**src/rtl/otp_xor_stream_pkg.sv**
```systemverilog
// rtl/otp_xor_stream_pkg.sv - shared sizes and FSM encodings for otp_xor_stream
package otp_xor_stream_pkg;

  localparam int MSG_SIZE = 240;
  localparam int KEY_SIZE = 8;

  localparam logic [1:0] OTP_ST_IDLE = 2'd0;
  localparam logic [1:0] OTP_ST_RUN  = 2'd1;
  localparam logic [1:0] OTP_ST_DONE = 2'd2;

endpackage

```
**src/rtl/otp_xor_stream.sv**
```systemverilog
// rtl/otp_xor_stream.sv - one-time-pad XOR of a latched message against a streamed key
`ifndef MSG_SIZE
`define MSG_SIZE otp_xor_stream_pkg::MSG_SIZE
`endif
`ifndef KEY_SIZE
`define KEY_SIZE otp_xor_stream_pkg::KEY_SIZE
`endif

module otp_xor_stream
  import otp_xor_stream_pkg::*;
#(
  parameter int MW = `MSG_SIZE,
  parameter int KW = `KEY_SIZE
) (
  input  logic          clk,
  input  logic          rst,
  input  logic          start,
  input  logic [MW-1:0] msg_in,
  input  logic          key_valid,
  input  logic [KW-1:0] key_in,
  output logic          key_req,
  output logic          cipher_valid,
  output logic [KW-1:0] cipher_out,
  input  logic          cipher_ready,
  output logic          busy,
  output logic          done
);

  localparam int N  = MW / KW;
  localparam int IW = $clog2(N + 1);
  localparam logic [IW-1:0] LAST = IW'(N);

  logic [1:0]    state;
  logic [IW-1:0] idx;
  logic [MW-1:0] msg;
  logic [KW-1:0] chunk;
  logic          accept;
  logic          out_hs;

  // Chunks are taken MSB first so the first ciphertext byte matches the first message byte.
  assign chunk   = msg[MW - 1 - int'(idx) * KW -: KW];

  assign key_req = (state == OTP_ST_RUN) && (idx < LAST) && (!cipher_valid || cipher_ready);
  assign accept  = key_req && key_valid;
  assign out_hs  = cipher_valid && cipher_ready;
  assign busy    = (state == OTP_ST_RUN);
  assign done    = (state == OTP_ST_DONE);

  always_ff @(posedge clk or posedge rst) begin
    if (rst) begin
      state        <= OTP_ST_IDLE;
      idx          <= '0;
      msg          <= '0;
      cipher_valid <= 1'b0;
      cipher_out   <= '0;
    end else begin
      case (state)
        OTP_ST_IDLE: begin
          if (start) begin
            msg   <= msg_in;
            idx   <= '0;
            state <= OTP_ST_RUN;
          end
        end
        OTP_ST_RUN: begin
          // Finish only once the final chunk has left the output register.
          if (idx == LAST && (out_hs || !cipher_valid)) begin
            state <= OTP_ST_DONE;
          end
        end
        default: state <= OTP_ST_IDLE;
      endcase

      if (accept) begin
        cipher_out   <= chunk ^ key_in;
        cipher_valid <= 1'b1;
        idx          <= idx + 1'b1;
      end else if (out_hs) begin
        cipher_valid <= 1'b0;
      end
    end
  end

endmodule

```
**config.mk**
```make
export PLATFORM = sky130hd
export DESIGN_NAME = otp_xor_stream
export DESIGN_NICKNAME = d
export VERILOG_FILES = /design/src/rtl/otp_xor_stream_pkg.sv /design/src/rtl/otp_xor_stream.sv
export SDC_FILE = /design/constraint.sdc
export NUM_CORES = 1
export LEC_CHECK = 0
export ABC_AREA = 1
export ABC_CLOCK_PERIOD_IN_PS = 9440
export CAP_MARGIN = 20
export CORE_MARGIN = 2
export CORE_UTILIZATION = 45
export CTS_CLUSTER_SIZE = 16
export DETAILED_ROUTE_END_ITERATION = 8
export GPL_ROUTABILITY_DRIVEN = 0
export GPL_TIMING_DRIVEN = 0
export PLACE_DENSITY = 0.78
export SLEW_MARGIN = 10
export SYNTH_ARGS = -nofsm -noshare
export SYNTH_HDL_FRONTEND = slang
export SYNTH_SLANG_ARGS = --single-unit
export TNS_END_PERCENT = 5
```
**constraint.sdc**
```tcl
create_clock -name clk -period 9.44 [get_ports clk]
set_clock_uncertainty 0.1 [all_clocks]
set_input_delay 1.888 -clock clk [delete_from_list [all_inputs] [get_ports clk]]
set_output_delay 1.888 -clock clk [all_outputs]
set_load 0.02 [all_outputs]
```
* Word-level counts from Yosys, hierarchy flattened
Index checks and enable logic that the tools add are counted.
** Storage, ports and cells
- Bits in registers :: 256
- Latch bits :: 0
- Bits in writable memories :: 0
- Memory bits (read-only) :: 0
- Input bits :: 253
- Output and inout bits :: 12
- Word-level logic and storage cells :: 38
- Memories :: 0
** Cells by class
- Add/subtract/negate cells :: 2
- Multipliers :: 0
- Divide/modulo/power cells :: 0
- $lt $le $gt $ge :: 1
- Eq/ne operators :: 5
- Shift operators :: 1
- Mux-type cells :: 8
- Bitwise logic cells :: 1
- Reduce and logical (&&, ||, !) cells :: 15
** Operators with widths (count)
- $shiftx A247 B9 Y8 :: 1
- $mux W5 :: 3
- $sub A8 B8 Y9 const A :: 1
- $xor A8 B8 Y8 :: 1
- $reduce_and A2 Y1 :: 3
- $reduce_bool A2 Y1 :: 3
- $add A5 B1 Y5 const B :: 1
- $eq A5 B5 Y1 const B :: 1
- $logic_and A1 B1 Y1 :: 5
- $lt A5 B5 Y1 const B :: 1
- $mux W2 :: 2
- $pmux W2 S2 :: 1
- $eq A2 B1 Y1 const B :: 1
- $eq A2 B2 Y1 const B :: 1
- $logic_not A2 Y1 :: 1
- $logic_or A1 B1 Y1 :: 2
- $mux W1 :: 2
- $ne A2 B1 Y1 const B :: 1
- $ne A2 B2 Y1 const B :: 1
- $logic_not A1 Y1 :: 1

* Logic depth before layout (Yosys ltp)
- Depth in word-level cells :: 6
- Depth in mapped cells :: 14
- Gate-level depth less buffers :: 13

* Worst setup path after synthesis
No wires, ideal clock.
- Path type :: input port to output port
- From :: input cipher_ready
- To :: output key_req
- Arrival time :: 2260 ps
- Data required time :: 7452 ps
- Path slack :: 5192 ps
- Stages on the path :: 2
- Buffers on the path :: 0
- Cell sequence :: nor2_1 -> nor2_1
** Between the ends
- Cells in the longest elaborated chain, start to end :: 2
** RTL lines
- start, declared :: line otp_xor_stream.sv:24 : input logic cipher_ready,
- $logic_or A1 B1 Y1 :: line otp_xor_stream.sv:43 : assign key_req = (state == OTP_ST_RUN) && (idx < LAST) && (!cipher_valid || cipher_ready);
- $logic_and A1 B1 Y1 :: line otp_xor_stream.sv:43
- end, declared :: line otp_xor_stream.sv:21 : output logic key_req,
Every way passes these cells.

* Worst setup path in the final report
Same ends and word-level chain as after synthesis.

==> flow_metrics.tcl <==
set metrics [dict create \
    cts_tree "yes" \
    cts_buffers 27 \
    grt_overflow 0 \
    p_sw_mw 2.33 \
    worstRegToRegCells 12 \
    root_buffer "clkbuf_16" \
    pre_cts_ws_ns 4.18 \
    final_layout_size_suffix_gt1_frac 0.0512 \
    vias 12273 \
    p_per_area_mw_per_mm2 331 \
    critPathLaunch "cipher_ready" \
    io_buffers 264 \
    yosysUniqueCellTypes 24 \
    dieArea_mm2 0.0290 \
    mostFrequentLayoutCells "nand2_1 (750), clkdlybuf4s50_1 (264), dfrtp_1 (256)" \
    layout_commonest_cell "nand2_1" \
    period_minus_slack_ns 5.24 \
    grt_pass1_wl_um 61500 \
    clockBufferDepth 3 \
    cts_hold_buf 0 \
    swShare 0.429 \
    ant_nets 0 \
    crit_fanout 3 \
    ir_drop_v 0.000135 \
    grt_max_degree 122 \
    clkSlewWorstSetupHoldPaths_ns 0.06 \
    viasPerCell 5.20 \
    synthesis.area_mm2 0.0124 \
    row_count 60 \
    crit_family "buffers and inverters" \
    cts.sinks 256 \
    initial_core_util 0.460 \
    fillers 2368 \
    finalSetupViolations 0 \
    grt_use_total 0.274 \
    r2r_slack_ns 6.64 \
    path_depth 4 \
    antenna_found_initial 3 \
    area_growth_pct 32.3 \
    final.setup.tns_ns 0 \
    cp.arrival_ns 3.25 \
    cts_resized 0 \
    synth_area_leaders "dfrtp_1 (52%), nand2_1 (23%), nand3_1 (7.8%)" \
    finalInstanceArea_mm2 0.0164 \
    hold_path.class "flop to flop" \
    hold_viol 0 \
    detail_route.first_pass.iterations 5 \
    cp-endpoint "key_req" \
    yosys_warnings 0 \
    detailed_place_hpwl_um 30500 \
    critPathSlowestCell "clkdlybuf4s50_1" \
    p_int_mw 3.11 \
    max_freq_mhz 191 \
    critPathBufInv 2 \
    slowest_delay_ns 0.64 \
    syn_inst 1698 \
    end_kind "output pin" \
    avgSynthCellArea_um2 7.32 \
    dieWidth_um 170 \
    drcViolationCount 0 \
    power_frac_comb 0.468 \
    worstPathRequired_ns 7.45 \
    crit_type "input port to output pin" \
    dieHeight_um 170 \
    setup.worst_path.start_class "input port" \
    postCtsSetupRepairBufs 0 \
    clkPwrFrac 0.193 \
    synth-seq-cells 256 \
    pwr-share-seq 0.339 \
    r2r-start "idx[1]" \
    pin_count 265 \
    rsz0062_at_grt "false" \
    relSlewSlack 0.533 \
    p_total_mw 5.44 \
    num-nets-final 2249 \
    wl_um 40300 \
    yosysTopAreaCell "dfrtp_1" \
    dpl-instance-area_mm2 0.0156 \
    grt_pass1_vias 11933 \
    fin_ws_ns 4.20 \
    cp_cell_sequence "clkdlybuf4s50_1 -> nor2_1 -> nor2_1 -> clkdlybuf4s50_1" \
    h-tree-depth 1 \
    status "completed" \
    clk_latency_ns 0.53 \
    p_leak_nw 8.08 \
    whs_ns 0.380 \
    drtIter0Drc 1289 \
    cap_violations 0 \
    worstMarginPinSlew_ns 0.700 \
    regToRegEndpoint "cipher_out[3]" \
    ys_seq_area_frac 0.516 \
    min_period_over_period 0.555 \
    wire_per_inst_um 17.1 \
    syn_nets 1954 \
    maxSlewViolCount 0 \
    synth_top_area_frac 0.516 \
    coreArea_mm2 0.0270 \
]
[Yosys cell counts (all sizes together)]
master	instances
nor2	77
nand4	1
o21ai	150
clkinv	1
nand2	751
o22ai	1
xnor2	1
inv	158
nor4	1
xor2	3
nand3	194
clkbuf	34
ha	3
buf	66
dfrtp	256
nor3	1
[registers in the layout, indices dropped and copies added, names as in the netlist]
register / count
cipher_valid: 1
state: 2
msg: 240
idx: 5
cipher_out: 8
[per-layer routing]
layer,GRT usage,vias to the layer above,wire (µm)
met1,0.370,5776,16700
met5,0,-,0
met2,0.444,580,18600
met4,0.0881,0,1130
li1,-,5834,-
met3,0.0560,83,3880
[worst reg2reg max path, delay by kind of cell (launching register included)]
kind / cells / cell delay [ns]
flops: 1 / 0.49
fa+ha+maj: 1 / 0.33
simple gates: 9 / 0.99
buf+inv: 2 / 0.78
[cells by family (layout without fill, tap and decap cells)]
logic type,count (synthesis),after routing,share of synthesized area
XOR/XNOR,4,4,0.00342
AO/OA/AOI/OAI,151,151,0.0609
buffers and inverters,259,573,0.0871
other,0,5,0
adder cells (fa/ha/maj),3,3,0.00302
flip-flops,256,256,0.516
AND/OR/NAND/NOR,1025,1025,0.330
[worst min path at each step]
stage                  start            end  slack (ns)  cells after the start
2_1_floorplan        msg[32]        msg[32]        0.34                      2
3_3_place_gp         msg[37]        msg[37]        0.36                      2
3_5_place_dp         msg[33]        msg[33]        0.36                      2
4_1_cts        cipher_out[5]  cipher_out[5]        0.38                      2
5_1_grt             msg[104]       msg[104]        0.39                      2
6_report            msg[118]       msg[118]        0.38                      2
[power groups by stage]
stage	Combinational (mW)	Sequential [mW]	Clock [mW]
finish	2.54	1.85	1.05
global placement	2.42	1.84	0
floorplan	1.67	1.81	0
detailed placement	2.49	1.85	0
CTS	2.51	1.84	1.06
global route	2.85	1.89	1.10
[cell type report]
class                   instances  area (µm²)  share of cell area
flip-flops and latches        256        6410               0.390
multi-input cells            1183        4940               0.300
repair buffers                266        2700               0.164
clock buffers                  38         787              0.0479
inverters                     159         604              0.0368
plain buffers                 100         485              0.0295
well taps                     341         427              0.0259
clock inverters                10        83.8             0.00510
diodes                          5        12.5            0.000761
[through the flow]
step,util,instances
after floorplan,-,1698
after global placement,0.573,2303
after detailed placement,0.576,2305
after CTS,0.608,2353
after global routing,0.608,2355
final,0.608,2358
No activity file was read; power rests on OpenSTA's default activity.
